`src/rtl/mem_pkg.sv`:
```
// Shared types for the RAM load path: lane widths, load-type encoding,
// FSM state encoding and small decode helpers.
package mem_pkg;

  localparam int BYTE_W = 8;
  localparam int HALF_W = 16;

  // Width of the access being loaded
  typedef enum logic [1:0] {
    LD_WORD = 2'd0,
    LD_HALF = 2'd1,
    LD_BYTE = 2'd2
  } load_type_e;

  // Load sequencer states
  typedef enum logic [1:0] {
    S_IDLE = 2'd0,
    S_WAIT = 2'd1,
    S_DONE = 2'd2
  } state_e;

  // Byte strobe wins over halfword strobe when both are raised
  function automatic load_type_e decode_type(input logic lb, input logic lh);
    if (lb) begin
      return LD_BYTE;
    end else if (lh) begin
      return LD_HALF;
    end
    return LD_WORD;
  endfunction

  // Byte loads can never be misaligned; halfwords need off[0]=0, words off=0
  function automatic logic misaligned(input load_type_e t, input logic [1:0] off);
    case (t)
      LD_BYTE: return 1'b0;
      LD_HALF: return off[0];
      default: return (off != 2'd0);
    endcase
  endfunction

endpackage

```
`src/rtl/load_extender.sv`:
```
// Combinational lane select and sign/zero extension of a little-endian
// RAM word for byte, halfword and word loads.
module load_extender
  import mem_pkg::*;
#(
  parameter int DATA_BITS = 32
) (
  input  logic [DATA_BITS-1:0] word_i,
  input  logic [1:0]           off_i,
  input  load_type_e           type_i,
  input  logic                 lu_i,
  output logic [DATA_BITS-1:0] value_o
);

  logic [BYTE_W-1:0] byte_sel;
  logic [HALF_W-1:0] half_sel;

  // Pick the addressed byte and halfword lanes (byte n = bits 8n+7:8n)
  always_comb begin
    case (off_i)
      2'd0:    byte_sel = word_i[0*BYTE_W +: BYTE_W];
      2'd1:    byte_sel = word_i[1*BYTE_W +: BYTE_W];
      2'd2:    byte_sel = word_i[2*BYTE_W +: BYTE_W];
      default: byte_sel = word_i[3*BYTE_W +: BYTE_W];
    endcase
    half_sel = off_i[1] ? word_i[HALF_W +: HALF_W] : word_i[0 +: HALF_W];
  end

  // Extend the selected lane; the unsigned flag only matters for sub-word loads
  always_comb begin
    value_o = word_i;
    case (type_i)
      LD_BYTE: value_o = {{(DATA_BITS-BYTE_W){~lu_i & byte_sel[BYTE_W-1]}}, byte_sel};
      LD_HALF: value_o = {{(DATA_BITS-HALF_W){~lu_i & half_sel[HALF_W-1]}}, half_sel};
      default: value_o = word_i;
    endcase
  end

endmodule

```
`src/rtl/ram_output_adapter.sv`:
```
// Load-side RAM adapter: issues the word address, waits out the RAM read
// latency, extends the addressed lane and pulses load_valid for write-back.
// Optional misaligned-load flag enabled by defining LOAD_ALIGN_CHECK_EN.
module ram_output_adapter
  import mem_pkg::*;
#(
  parameter int ADDR_BITS     = 32,
  parameter int DATA_BITS     = 32,
  parameter int RAM_ADDR_BITS = 10,
  parameter int READ_LATENCY  = 1
) (
  input  logic                     clk,
  input  logic                     rst,
  input  logic                     req_valid,
  input  logic [ADDR_BITS-1:0]     result1,
  input  logic                     Lb,
  input  logic                     Lh,
  input  logic                     Lu,
  output logic [RAM_ADDR_BITS-1:0] ram_addr,
  input  logic [DATA_BITS-1:0]     ram_data,
  output logic [DATA_BITS-1:0]     load_data,
  output logic                     load_valid,
  output logic                     busy,
  output logic                     addr_err
);

  localparam logic [1:0] CNT_INIT = 2'(READ_LATENCY - 1);

  state_e                   state_q, state_d;
  logic [1:0]               cnt_q, cnt_d;
  logic [RAM_ADDR_BITS-1:0] addr_q, addr_d;
  logic [1:0]               off_q, off_d;
  load_type_e               type_q, type_d;
  logic                     lu_q, lu_d;
  logic [DATA_BITS-1:0]     load_data_q, load_data_d;
  logic                     err_q, err_d;
  logic [DATA_BITS-1:0]     ext_value;

  // Address bits above the RAM word address are not needed for a load
  if (ADDR_BITS > RAM_ADDR_BITS + 2) begin : g_hi_bits
    logic unused_hi;
    assign unused_hi = ^result1[ADDR_BITS-1:RAM_ADDR_BITS+2];
  end

  load_extender #(
    .DATA_BITS(DATA_BITS)
  ) u_ext (
    .word_i (ram_data),
    .off_i  (off_q),
    .type_i (type_q),
    .lu_i   (lu_q),
    .value_o(ext_value)
  );

  // State and datapath registers, all cleared by reset
  always_ff @(posedge clk) begin
    if (rst) begin
      state_q     <= S_IDLE;
      cnt_q       <= '0;
      addr_q      <= '0;
      off_q       <= '0;
      type_q      <= LD_WORD;
      lu_q        <= 1'b0;
      load_data_q <= '0;
      err_q       <= 1'b0;
    end else begin
      state_q     <= state_d;
      cnt_q       <= cnt_d;
      addr_q      <= addr_d;
      off_q       <= off_d;
      type_q      <= type_d;
      lu_q        <= lu_d;
      load_data_q <= load_data_d;
      err_q       <= err_d;
    end
  end

  // Next state: accept in IDLE, count down in WAIT, one cycle of DONE
  always_comb begin
    state_d = state_q;
    case (state_q)
      S_IDLE:  if (req_valid) state_d = S_WAIT;
      S_WAIT:  if (cnt_q == 2'd0) state_d = S_DONE;
      S_DONE:  state_d = S_IDLE;
      default: state_d = S_IDLE;
    endcase
  end

  // Request latching, latency counter and result capture
  always_comb begin
    cnt_d       = cnt_q;
    addr_d      = addr_q;
    off_d       = off_q;
    type_d      = type_q;
    lu_d        = lu_q;
    load_data_d = load_data_q;
    err_d       = err_q;
    case (state_q)
      S_IDLE: begin
        if (req_valid) begin
          addr_d = result1[RAM_ADDR_BITS+1:2];
          off_d  = result1[1:0];
          type_d = decode_type(Lb, Lh);
          lu_d   = Lu;
          cnt_d  = CNT_INIT;
`ifdef LOAD_ALIGN_CHECK_EN
          err_d  = misaligned(decode_type(Lb, Lh), result1[1:0]);
`else
          err_d  = 1'b0;
`endif
        end
      end
      S_WAIT: begin
        if (cnt_q == 2'd0) begin
          // A flagged misaligned load still completes but returns zero
          load_data_d = err_q ? '0 : ext_value;
        end else begin
          cnt_d = cnt_q - 2'd1;
        end
      end
      S_DONE:  err_d = 1'b0;
      default: err_d = 1'b0;
    endcase
  end

  // Outputs: RAM address is live from the ALU while idle, latched otherwise
  always_comb begin
    ram_addr   = (state_q == S_IDLE) ? result1[RAM_ADDR_BITS+1:2] : addr_q;
    busy       = (state_q == S_WAIT);
    load_valid = (state_q == S_DONE);
  end

  assign load_data = load_data_q;
`ifdef LOAD_ALIGN_CHECK_EN
  assign addr_err = err_q;
`else
  assign addr_err = 1'b0;
`endif

endmodule

```
`config.mk`:
```
export PLATFORM = sky130hd
export DESIGN_NAME = ram_output_adapter
export DESIGN_NICKNAME = d
export VERILOG_FILES = /design/src/rtl/mem_pkg.sv /design/src/rtl/load_extender.sv /design/src/rtl/ram_output_adapter.sv
export SDC_FILE = /design/constraint.sdc
export NUM_CORES = 1
export LEC_CHECK = 0
export BUFFER_PORTS_ARGS = -buffer_cell sky130_fd_sc_hd__buf_4
export CAP_MARGIN = 20
export CORE_MARGIN = 1
export CORE_UTILIZATION = 30
export CTS_CLUSTER_DIAMETER = 100
export DETAILED_ROUTE_END_ITERATION = 12
export GPL_ROUTABILITY_DRIVEN = 0
export GPL_TIMING_DRIVEN = 0
export MAX_ROUTING_LAYER = met4
export PLACE_DENSITY = 0.54
export REMOVE_ABC_BUFFERS = 1
export SETUP_SLACK_MARGIN = 0.1
export SYNTH_ARGS = -nofsm -noshare
export SYNTH_HDL_FRONTEND = slang
export SYNTH_SLANG_ARGS = --single-unit
```
`constraint.sdc`:
```
create_clock -name clk -period 2.3 [get_ports clk]
set_input_delay 0.23 -clock clk [delete_from_list [all_inputs] [get_ports clk]]
set_output_delay 0.23 -clock clk [all_outputs]
set_load 0.02 [all_outputs]
```
==> metrics.md, run 1 <==
| Metric | Value |
|---|---|
| Status | `finished, final reports clean` |
| Power Density | `572.1 nW/um2` |
| Max Clock Skew | `0.005876 ns` |
| Fin crit period | `1.968 ns` |
| Fin. max-slew vios | `0` |
| Routed WL per cell | `approximately 16 um` |
| Final setup viols | `0` |
| Synth cell types | `39` |
| Flop pwr share | `44.9%` |
| Reg clk slew, reported paths | `approximately 0.090 ns` |
| R2R Path End | `load_data[4]` |
| Final worst slack | `about 0.33 ns` |
| Crit path max-delay family | `adder cells` |
| Vias in the first global route | `2,607` |
| Crit Path Max Fanout | `29` |
| Initial Util | `between 30% and 40%` |
| Iteration-0 DRC count of the detailed router | `between 100 and 150` |
| Hold depth | `3` |
| Non-filler instance count after layout | `between 500 and 600` |
| CP arrival | `roughly 2.2 ns` |
| Die Y | `about 100 um` |
| Synth warnings | `0` |
| DP Area | `between 3000 and 4000 um2` |
| Synthesized cell area | `roughly 2900 um2` |
| Most used DFF post-synth | `dfxtp_1` |
| Detailed-route via count | `approximately 2.8k` |
| Worst flop-to-flop path startpoint | `type_q[0]` |
| Worst-margin pin slew | `about 0.95 ns` |
| Post-synth EDFFs | `0` |
| Critical path's largest stage delay | `around 0.43 ns` |
| Max clock buf depth | `2` |
| Finished Cell Area | `between 3000 and 4000 um2` |
| RSZ-0062 raised after global routing | `no` |
| CTS tree | `done` |
| Area grow syn2layout | `32.22%` |
| Switch Pwr | `about 700 uW` |
| Number of cells on the worst reg-to-reg path | `6` |
| Final Hold Viols | `0` |
| DR vias/cell | `about 5.2` |
| Fmax | `~0.51 GHz` |
| Clock Latency Late Sink | `~0.30 ns` |
| Dpl hpwl | `just under 6000 um` |
| IR drop worst, VDD | `between 0.2 and 0.25 mV` |
| Worst min path class | `input pin to flip-flop` |
| CTS Root Cell | `clkbuf_8` |
| Pre-antenna DRT Iters | `4` |
| CTS sink cnt | `between 50 and 60` |
| Drt drc | `0` |
| Total inserted antenna cells | `0` |
| Critical path required time | `~2.5 ns` |
| Global-route usage over all layers | `17.30%` |
| Layout cells sized above 1 | `a little over a third` |
| Cells after synthesis | `between 300 and 400` |
| Initial antenna violation count | `0` |
| Largest net degree at the start of global routing | `52` |
| Min-Delay Endpoint | `addr_q[2]` |
| Leak Pwr | `between 1.5 and 2 nW` |
| Share of flip-flops with an asynchronous set or reset | `0%` |
| Synthesis-stage register bit count | `approximately 50` |
| CP bufs+invs | `2` |
| Setup slack, reg-to-reg | `around 0.33 ns` |
| Clock power frac | `between 20% and 30%` |
| Crit path launch type | `flip-flop` |
| Switching Share | `approximately 31%` |
| First-pass GRT wire length | `around 13,000 um` |
| Final net count | `approximately 470` |
| Placed cells | `a little over 500` |
| Setup TNS | `0 ns` |
| H-tree depth | `2` |
| CTS Buf Count | `5` |
| CP max-delay cell | `ha_2` |
| Die footprint | `10,130 um2` |
| Ports | `115` |
| Comb pwr share | `29.1%` |
| Max Cap Violations | `0` |
| Post-route ant nets | `0` |
| Worst setup path category | `flip-flop to flip-flop` |
| Hold Startpoint | `result1[4]` |
| PnR Total Power | `approximately 2.2 mW` |
| Cts hold-fix bufs | `0` |
| Routed WL | `approximately 8500 um` |
| Core Footprint | `just over 9000 um2` |
| Pre-CTS WS | `approximately 0.023 ns` |
| Grt total ovfl | `0` |
| Sequential-to-total area share from yosys stat | `34.96%` |
| Crit path capture type | `flip-flop` |
| Rows | `35` |
| Worst rel slew slack | `36.60%` |
| Synth Area per Inst | `between 8 and 9 um2` |
| Pint | `1.521 mW` |
| Final period util | `between 80% and 90%` |
| # port buffers | `93` |
| Worst-path cell chain | `inv_1 > ha_2 > buf_16 > and3b_1 > a21oi_1 > a311oi_1` |
| Chip width | `roughly 100 um` |
## timing repair
action,CTS,global route
resized for setup,2,1
buffers inserted,1,2
endpoints found under the setup margin,25,18
## cell usage after synthesis, types with 2 or more instances
cell type / number / area, um2
a2111oi_1: 5 / 50.05
a2111oi_2: 4 / 60.06
a211oi_1: 32 / 240.2
a21oi_1: 25 / 125.1
a221oi_1: 16 / 140.1
a311oi_1: 7 / 61.31
and3b_1: 3 / 26.28
buf_2: 11 / 55.05
buf_4: 6 / 45.04
clkbuf_1: 18 / 67.56
dfxtp_1: 51 / 1021
ha_1: 3 / 37.54
inv_1: 4 / 15.01
mux2_2: 20 / 225.2
nand2_1: 37 / 138.9
nand2b_1: 2 / 12.51
nand3b_1: 2 / 15.01
nor2_1: 19 / 71.32
nor2b_1: 5 / 31.28
nor3b_1: 9 / 67.56
nor3b_2: 2 / 25.02
o211ai_1: 14 / 105.1
o21bai_1: 16 / 120.1
## metrics by stage
stage	utilization (%)	hold WS (ns)
final	41.39	0.1730
after global routing	41.39	0.1693
after CTS	41.21	0.1678
after detailed placement	39.87	0.4493
after global placement	38.40	0.4417
after floorplan	-	0.2989
## power groups by stage
stage,Sequential [mW],Combinational (mW),Clock (mW)
after global routing,1.00,0.693,0.626
after global placement,1.01,0.597,0
after floorplan,1.06,0.288,0
after CTS,0.993,0.644,0.596
after detailed placement,1.01,0.639,0
final,0.993,0.642,0.574
## sequential cells by signal (all words and copies together), names as in the netlist
signal and cells:
load_data 32, addr_q 10, cnt_q 2, off_q 2
state_q 2, type_q 2, lu_q 1
## worst max-delay path by stage
stage,startpoint,end,slack (ns),cells after the start
final,type_q[0],load_data[4],0.33,6
after global routing,cnt_q[0],load_data[14],0.12,6
after CTS,type_q[0],load_data[3],0.13,6
after detailed placement,type_q[0],load_data[5],0.02,6
after global placement,type_q[0],load_data[25],-0.62,5
after floorplan,cnt_q[0],load_data[16],0.19,5
## layer usage
metal	vias to the layer above	routed length [um]	global-route usage, %
met1	1283	4033	23.22
met2	99	3952	27.98
li1	1380	-	-
met3	2	507	3.121
met4	0	10	2.007
met5	-	0	-
## layout by cell type, fill, tap and decap left out, types with 2 or more instances in the layout
cell,Yosys,final
a2111oi_1,5,5
a2111oi_2,4,4
a211oi_1,32,32
a21oi_1,25,25
a221oi_1,16,16
a311oi_1,7,7
and3b_1,3,3
buf_16,0,4
buf_4,6,95
clkbuf_8,0,7
dfxtp_1,51,51
ha_1,3,2
inv_1,4,4
mux2_2,20,20
nand2_1,37,37
nand2b_1,2,2
nand3b_1,2,2
nor2_1,19,18
nor2_2,1,2
nor2b_1,5,4
nor3b_1,9,9
nor3b_2,2,2
o211ai_1,14,14
o21bai_1,16,16
## tightest hold or removal path, stage by stage
cell and delay, ns:
buf_4 0.11, nand2_1 0.05, a21oi_1 0.05
## area by class of cell
class	count	area, um2
Clock buffer	8	100.1
Inverter	4	15.01
Timing Repair Buffer	102	869.6
Multi-Input combinational cell	234	1694
Sequential cell	51	1021
Fill cell	946	5466
Tap cell	129	161.4
## logic make-up after synthesis
family                     Yosys count  share of synthesized area, %
adders and majority gates            3                         1.285
buffers and inverters               42                         7.283
other                                1                        0.1284
muxes                               21                         8.226
AOI/OAI and AO/OA                  122                         32.73
DFF                                 51                         34.96
and+or+nand+nor                     87                         15.38
Note: power is estimated with default switching activity, not from simulation.
==> run 2: changes to the inputs <==
--- a/config.mk
+++ b/config.mk
@@ -10,4 +10,5 @@
 export CORE_MARGIN = 1
 export CORE_UTILIZATION = 30
+export CTS_BUF_LIST = sky130_fd_sc_hd__clkbuf_8
 export CTS_CLUSTER_DIAMETER = 100
 export DETAILED_ROUTE_END_ITERATION = 12
==> constraint.sdc (replaced) <==
create_clock -name clk -period 2.3 [get_ports clk]
set_input_delay 0.23 -clock clk [delete_from_list [all_inputs] [get_ports clk]]
set_output_delay 0.23 -clock clk [all_outputs]
set_load 0.1 [all_outputs]
==> metrics.md, run 2 (synthesis results as in run 1) <==
| Metric | Value |
|---|---|
| Status | `finished, final reports clean` |
| Setup TNS | `0 ns` |
| Grt total ovfl | `0` |
| Max clock buf depth | `2` |
| DP Area | `3719 um2` |
| Fmax | `~0.49 GHz` |
| Detailed-route via count | `approximately 2.8k` |
| Crit path capture type | `output port` |
| CP bufs+invs | `1` |
| IR drop worst, VDD | `about 0.34 mV` |
| Area of the multi-input gates | `roughly 1700 um2` |
| Worst min path class | `input pin to flip-flop` |
| Layout cells sized above 1 | `roughly 36%` |
| Crit path max-delay family | `simple AND/OR/NAND/NOR gates` |
| Die Y | `just over 100 um` |
| CTS Root Cell | `clkbuf_8` |
| Initial antenna violation count | `0` |
| DR vias/cell | `approximately 5.2` |
| Number of flip-flops in the largest register | `32` |
| Power Density | `673.3 nW/um2` |
| R2R Path End | `load_data[4]` |
| CTS tree | `done` |
| Crit path from | `state_q[1]` |
| Worst rel slew slack | `between 30% and 40%` |
| PnR Total Power | `2.600 mW` |
| First-pass GRT wire length | `between 10,000 and 15,000 um` |
| Final worst slack | `0.2753 ns` |
| Fin. max-slew vios | `0` |
| Post-route ant nets | `0` |
| Final net count | `471` |
| Ports | `115` |
| Chip width | `100.7 um` |
| Largest net degree at the start of global routing | `52` |
| Worst flop-to-flop path startpoint | `type_q[0]` |
| Min-Delay Endpoint | `addr_q[2]` |
| Worst-margin pin slew | `between 0.9 and 1 ns` |
| Pre-CTS WS | `0.02296 ns` |
| Hold depth | `3` |
| CTS Buf Count | `5` |
| Total inserted antenna cells | `0` |
| Final setup viols | `0` |
| Commonest non-fill, non-tap cells in the layout | `buf_4, dfxtp_1, nand2_1` |
| Max Clock Skew | `between 0.005 and 0.006 ns` |
| Crit Path Max Fanout | `10` |
| Routed WL | `between 8000 and 9000 um` |
| # port buffers | `93` |
| Most common cell after layout, fill and taps aside | `buf_4` |
| Filler instances | `around 950` |
| Final period util | `around nine tenths` |
| H-tree depth | `2` |
| Finished Cell Area | `3861 um2` |
| Dpl hpwl | `between 5000 and 6000 um` |
| Crit path launch type | `flip-flop` |
| CP arrival | `~1.8 ns` |
| Rows | `35` |
| Vias in the first global route | `around 2.6k` |
| Final Hold Viols | `0` |
| Worst-path cell chain | `nor2_2 > mux2_2 > buf_4` |
| Reg clk slew, reported paths | `0.09 ns` |
| Worst setup path category | `flip-flop to output port` |
| RSZ-0062 raised after global routing | `no` |
| Register area | `approximately 1000 um2` |
| Clock Latency Late Sink | `about 0.3 ns` |
| CP max-delay cell | `nor2_2` |
| Max Cap Violations | `0` |
| Critical path required time | `a little over 2 ns` |
| Global-route usage over all layers | `between 15 and 20%` |
| Die footprint | `around 10,000 um2` |
| Area grow syn2layout | `32.22%` |
| Setup slack, reg-to-reg | `between 0.3 and 0.4 ns` |
| Leak Pwr | `1.520 nW` |
| Hold Startpoint | `result1[4]` |
| Fin crit period | `between 2 and 2.5 ns` |
| Number of cells on the worst reg-to-reg path | `6` |
| Pre-antenna DRT Iters | `4` |
| Routed WL per cell | `about 16 um` |
| Initial Util | `roughly 31%` |
| Fin util | `between 40% and 50%` |
| Core Footprint | `between 9000 and 10,000 um2` |
| Critical path's largest stage delay | `between 0.4 and 0.5 ns` |
| Iteration-0 DRC count of the detailed router | `109` |
| Drt drc | `0` |
| CTS sink cnt | `51` |
[run 2: cell count changes in the layout (fill, tap and decap cells not counted), sizes merged]
| cell | change |
|---|---|
| clkbuf | -1 |
| inv | +1 |
[run 2: power breakdown]
group          switching [mW]  total, mW  internal, mW
Sequential             0.0468      0.993         0.946
Combinational           0.738       1.04         0.301
Clock                   0.297      0.568         0.271
[run 2: metal layers]
layer	GRT usage [%]	wire (um)
met1	23.22	4072
met2	27.98	3955
met3	3.121	466
met4	2.007	0
met5	-	0
[run 2: stage by stage]
step	hold slack [ns]	cells
finish	0.1752	528
global route	0.1693	528
CTS	0.1675	526
detailed placement	0.4493	517
global placement	0.4417	511
floorplan	0.2989	289
[run 2: area by class of cell]
| type | instances | share of cell area [%] |
|---|---|---|
| Clock buffer | 7 | 2.495 |
| Timing Repair Buffer | 102 | 22.52 |
| Sequential cell | 51 | 26.44 |
| Multi-Input combinational cell | 234 | 43.88 |
| Inverter | 4 | 0.3889 |
| Tap cell | 129 | 4.180 |
| Clock inverter | 1 | 0.09721 |
[run 2: what timing repair did]
item                                    in CTS  in global routing
setup buffers                                1                  2
gates resized for setup                      2                  1
hold endpoints to repair                     0                  0
endpoints found under the setup margin      25                 18
hold buffers                                 0                  0
[run 2: worst max path at each step]
stage               cells past startpoint  slack [ns]             to
floorplan                               5        0.19  load_data[16]
global placement                        5       -0.62  load_data[25]
detailed placement                      6        0.02   load_data[5]
CTS                                     6        0.13   load_data[3]
global route                            6        0.12  load_data[14]
finish                                  3        0.28    ram_addr[1]
[run 2: worst register-to-register path, stage by stage, from the launching register on]
cell and delay, ns:
dfxtp_1 0.37, inv_1 0.05, ha_2 0.43, buf_16 0.23, and3b_1 0.41, a21oi_1 0.13
a311oi_1 0.26
==> run 3: changes to the inputs <==
Settings changed: ABC_AREA set to 1, PLACE_DENSITY 0.54 to 0.55.
==> metrics.md, run 3 <==
| Metric | Value |
|---|---|
| Status | `finished, final reports clean` |
| DR vias/cell | `roughly 4.7` |
| Synth cell types | `26` |
| Commonest non-fill, non-tap cells in the layout | `buf_4, nand2_1, o21ai_0` |
| Cells after synthesis | `between 300 and 400` |
| Max clock buf depth | `2` |
| Pre-CTS WS | `-0.4380 ns` |
| Crit path launch type | `flip-flop` |
| Top post-synthesis cells by area | `dfxtp_1, nand2_1, o21ai_0` |
| Final period util | `just over 80%` |
| Post-synthesis simple-gate area fraction | `between 10% and 20%` |
| Synthesized cell area | `~2600 um2` |
| Synth Area in XOR/XNOR | `0%` |
| Most common cell in the netlist | `nand2_1` |
| Die Y | `between 90 and 100 um` |
| Crit Path Max Fanout | `24` |
| Vias in the first global route | `2,344` |
| Worst-margin pin slew | `roughly 1.0 ns` |
| Share of flip-flops with an asynchronous set or reset | `0%` |
| # port buffers | `a little over 90` |
| Synthesis-stage register bit count | `just over 50` |
| Combinational family with the most area after synthesis | `compound AO/OA/AOI/OAI gates` |
| H-tree depth | `2` |
| Crit path max-delay family | `simple AND/OR/NAND/NOR gates` |
| Fmax | `between 0.5 and 0.6 GHz` |
| Final Hold Viols | `0` |
| CP arrival | `2.14 ns` |
| Detailed-route via count | `between 2k and 3k` |
| Non-filler instance count after layout | `approximately 560` |
| Post-route ant nets | `0` |
| Chip width | `95.39 um` |
| Critical path's largest stage delay | `0.82 ns` |
| CTS Root Cell | `clkbuf_8` |
| Initial antenna violation count | `0` |
| Drt drc | `0` |
| Iteration-0 DRC count of the detailed router | `approximately 120` |
| CTS tree | `done` |
| Die footprint | `9098 um2` |
| Pre-antenna DRT Iters | `4` |
| Fin. max-slew vios | `0` |
| Final net count | `~530` |
| Fin crit period | `between 1.5 and 2 ns` |
| Global-route usage over all layers | `between 10% and 20%` |
| Area grow syn2layout | `33.29%` |
| Worst flop-to-flop path startpoint | `state_q[0]` |
| Setup Buffers After CTS | `0` |
| Initial Util | `31.37%` |
| Rows | `33` |
| First-pass GRT wire length | `about 12,000 um` |
| Synth top area share | `39.02%` |
| Sequential-to-total area share from yosys stat | `between 30 and 40%` |
| Grt total ovfl | `0` |
| CTS Buf Count | `5` |
| Cts hold-fix bufs | `0` |
| Worst rel slew slack | `between 30% and 40%` |
| Reg clk slew, reported paths | `about 0.10 ns` |
| CP bufs+invs | `0` |
| Final setup viols | `0` |
| Hold Startpoint | `rst` |
| Synth warnings | `0` |
| Worst min path class | `input pin to flip-flop` |
| Synth Area per Inst | `between 6 and 7 um2` |
| Number of flip-flops in the largest register | `32` |
| Clock Latency Late Sink | `roughly 0.31 ns` |
| Synth area leader | `dfxtp_1` |
| Critical path required time | `between 2 and 3 ns` |
| Post-synth EDFFs | `0` |
| Max Clock Skew | `between 0.006 and 0.007 ns` |
| Crit path capture type | `flip-flop` |
| RSZ-0062 raised after global routing | `no` |
| Layout cells sized above 1 | `between 20% and 30%` |
| Max Cap Violations | `0` |
| Power Density | `roughly 810 nW/um2` |
| Commonest cells in the netlist | `nand2_1, o21ai_0, a21oi_1, dfxtp_1, inv_1` |
| Worst setup path category | `flip-flop to flip-flop` |
| Most used DFF post-synth | `dfxtp_1` |
| CP max-delay cell | `nor2_2` |
| Final worst slack | `roughly 0.41 ns` |
| Core Footprint | `between 8000 and 9000 um2` |
| Post-synthesis adder-cell area fraction | `under 10%` |
| Fin util | `between 40% and 50%` |
| Routed WL per cell | `13.59 um` |
| Worst-path cell chain | `nand2_1 > nor2_2 > o21ai_0 > a21oi_2` |
| Compound-gate portion of the synthesized area | `29.89%` |
| Largest net degree at the start of global routing | `approximately 50` |
| Total inserted antenna cells | `0` |
| Routed WL | `7599 um` |
| Multiplexer area fraction after synthesis | `0%` |
| Leak Pwr | `between 1.5 and 2 nW` |
| CTS sink cnt | `51` |
| IR drop worst, VDD | `around 0.36 mV` |
| Dpl hpwl | `around 5200 um` |
| Placed cells | `550` |
| Ports | `~120` |
| Most common cell after layout, fill and taps aside | `buf_4` |
| Crit path from | `state_q[0]` |
run 3: changes by cell type in the layout (fill, tap and decap cells not counted), moves of 14 or more:
cell      delta
o21bai_1    -16
o21ai_0     +64
a221oi_1    -16
inv_1       +32
a21oi_1     +27
nand2_1     +48
o211ai_1    -14
mux2_2      -20
a211oi_1    -30
run 3: kinds of logic (layout without fill, tap and decap cells):
logic type               Yosys count  after routing
AO/OA/AOI/OAI                    141            141
AND/OR/NAND/NOR                  115            116
buffers and inverters             65            142
flip-flops                        51             51
adder cells (fa/ha/maj)            3              3
other                              1              1
run 3: worst paths after layout:
| path | to | cells after the start | slack (ns) |
|---|---|---|---|
| setup / recovery | load_data[31] | 4 | 0.41 |
| hold / removal | type_q[0] | 2 | 0.12 |
| setup reg to reg | load_data[31] | 4 | 0.41 |
| hold reg to reg | addr_q[8] | 2 | 0.45 |
run 3: layout make-up:
| class | count | area (um2) |
|---|---|---|
| clock buffer | 5 | 68.82 |
| clock inverter | 3 | 43.79 |
| fill | 899 | 4853 |
| inverter | 40 | 151.4 |
| multi-input combinational | 261 | 1344 |
| sequential | 51 | 1022 |
| tap | 105 | 131.4 |
| timing repair buffer | 94 | 725.7 |
run 3: stage by stage:
step	instance area, um2	hold WS (ns)	setup TNS, ns	total power, mW
global route	3487	0.1093	0	2.976
global placement	3311	0.4359	-14.63	2.177
CTS	3465	0.1136	0	2.843
detailed placement	3343	0.4422	-13.59	2.192
finish	3487	0.1197	0	2.823
floorplan	2481	0.3024	-5.952	1.895
run 3: power by group:
part / switching [mW] / internal [mW] / total (mW)
Clock: 0.314 / 0.324 / 0.638
Sequential: 0.0518 / 0.966 / 1.02
Combinational: 0.889 / 0.277 / 1.17
run 3: what timing repair did:
item                       4_1_cts  5_1_grt
pin swaps                        1        1
setup endpoints to repair       52       30
cloned                           0        1
gates resized for setup          4        3
run 3: layer usage:
layer,global-route usage [%],share of wire [%],up-vias
met5,-,0,-
met4,4.602,1.5,0
met3,3.110,4.8,8
met2,26.49,47,68
met1,22.86,47,1168
li1,-,-,1378
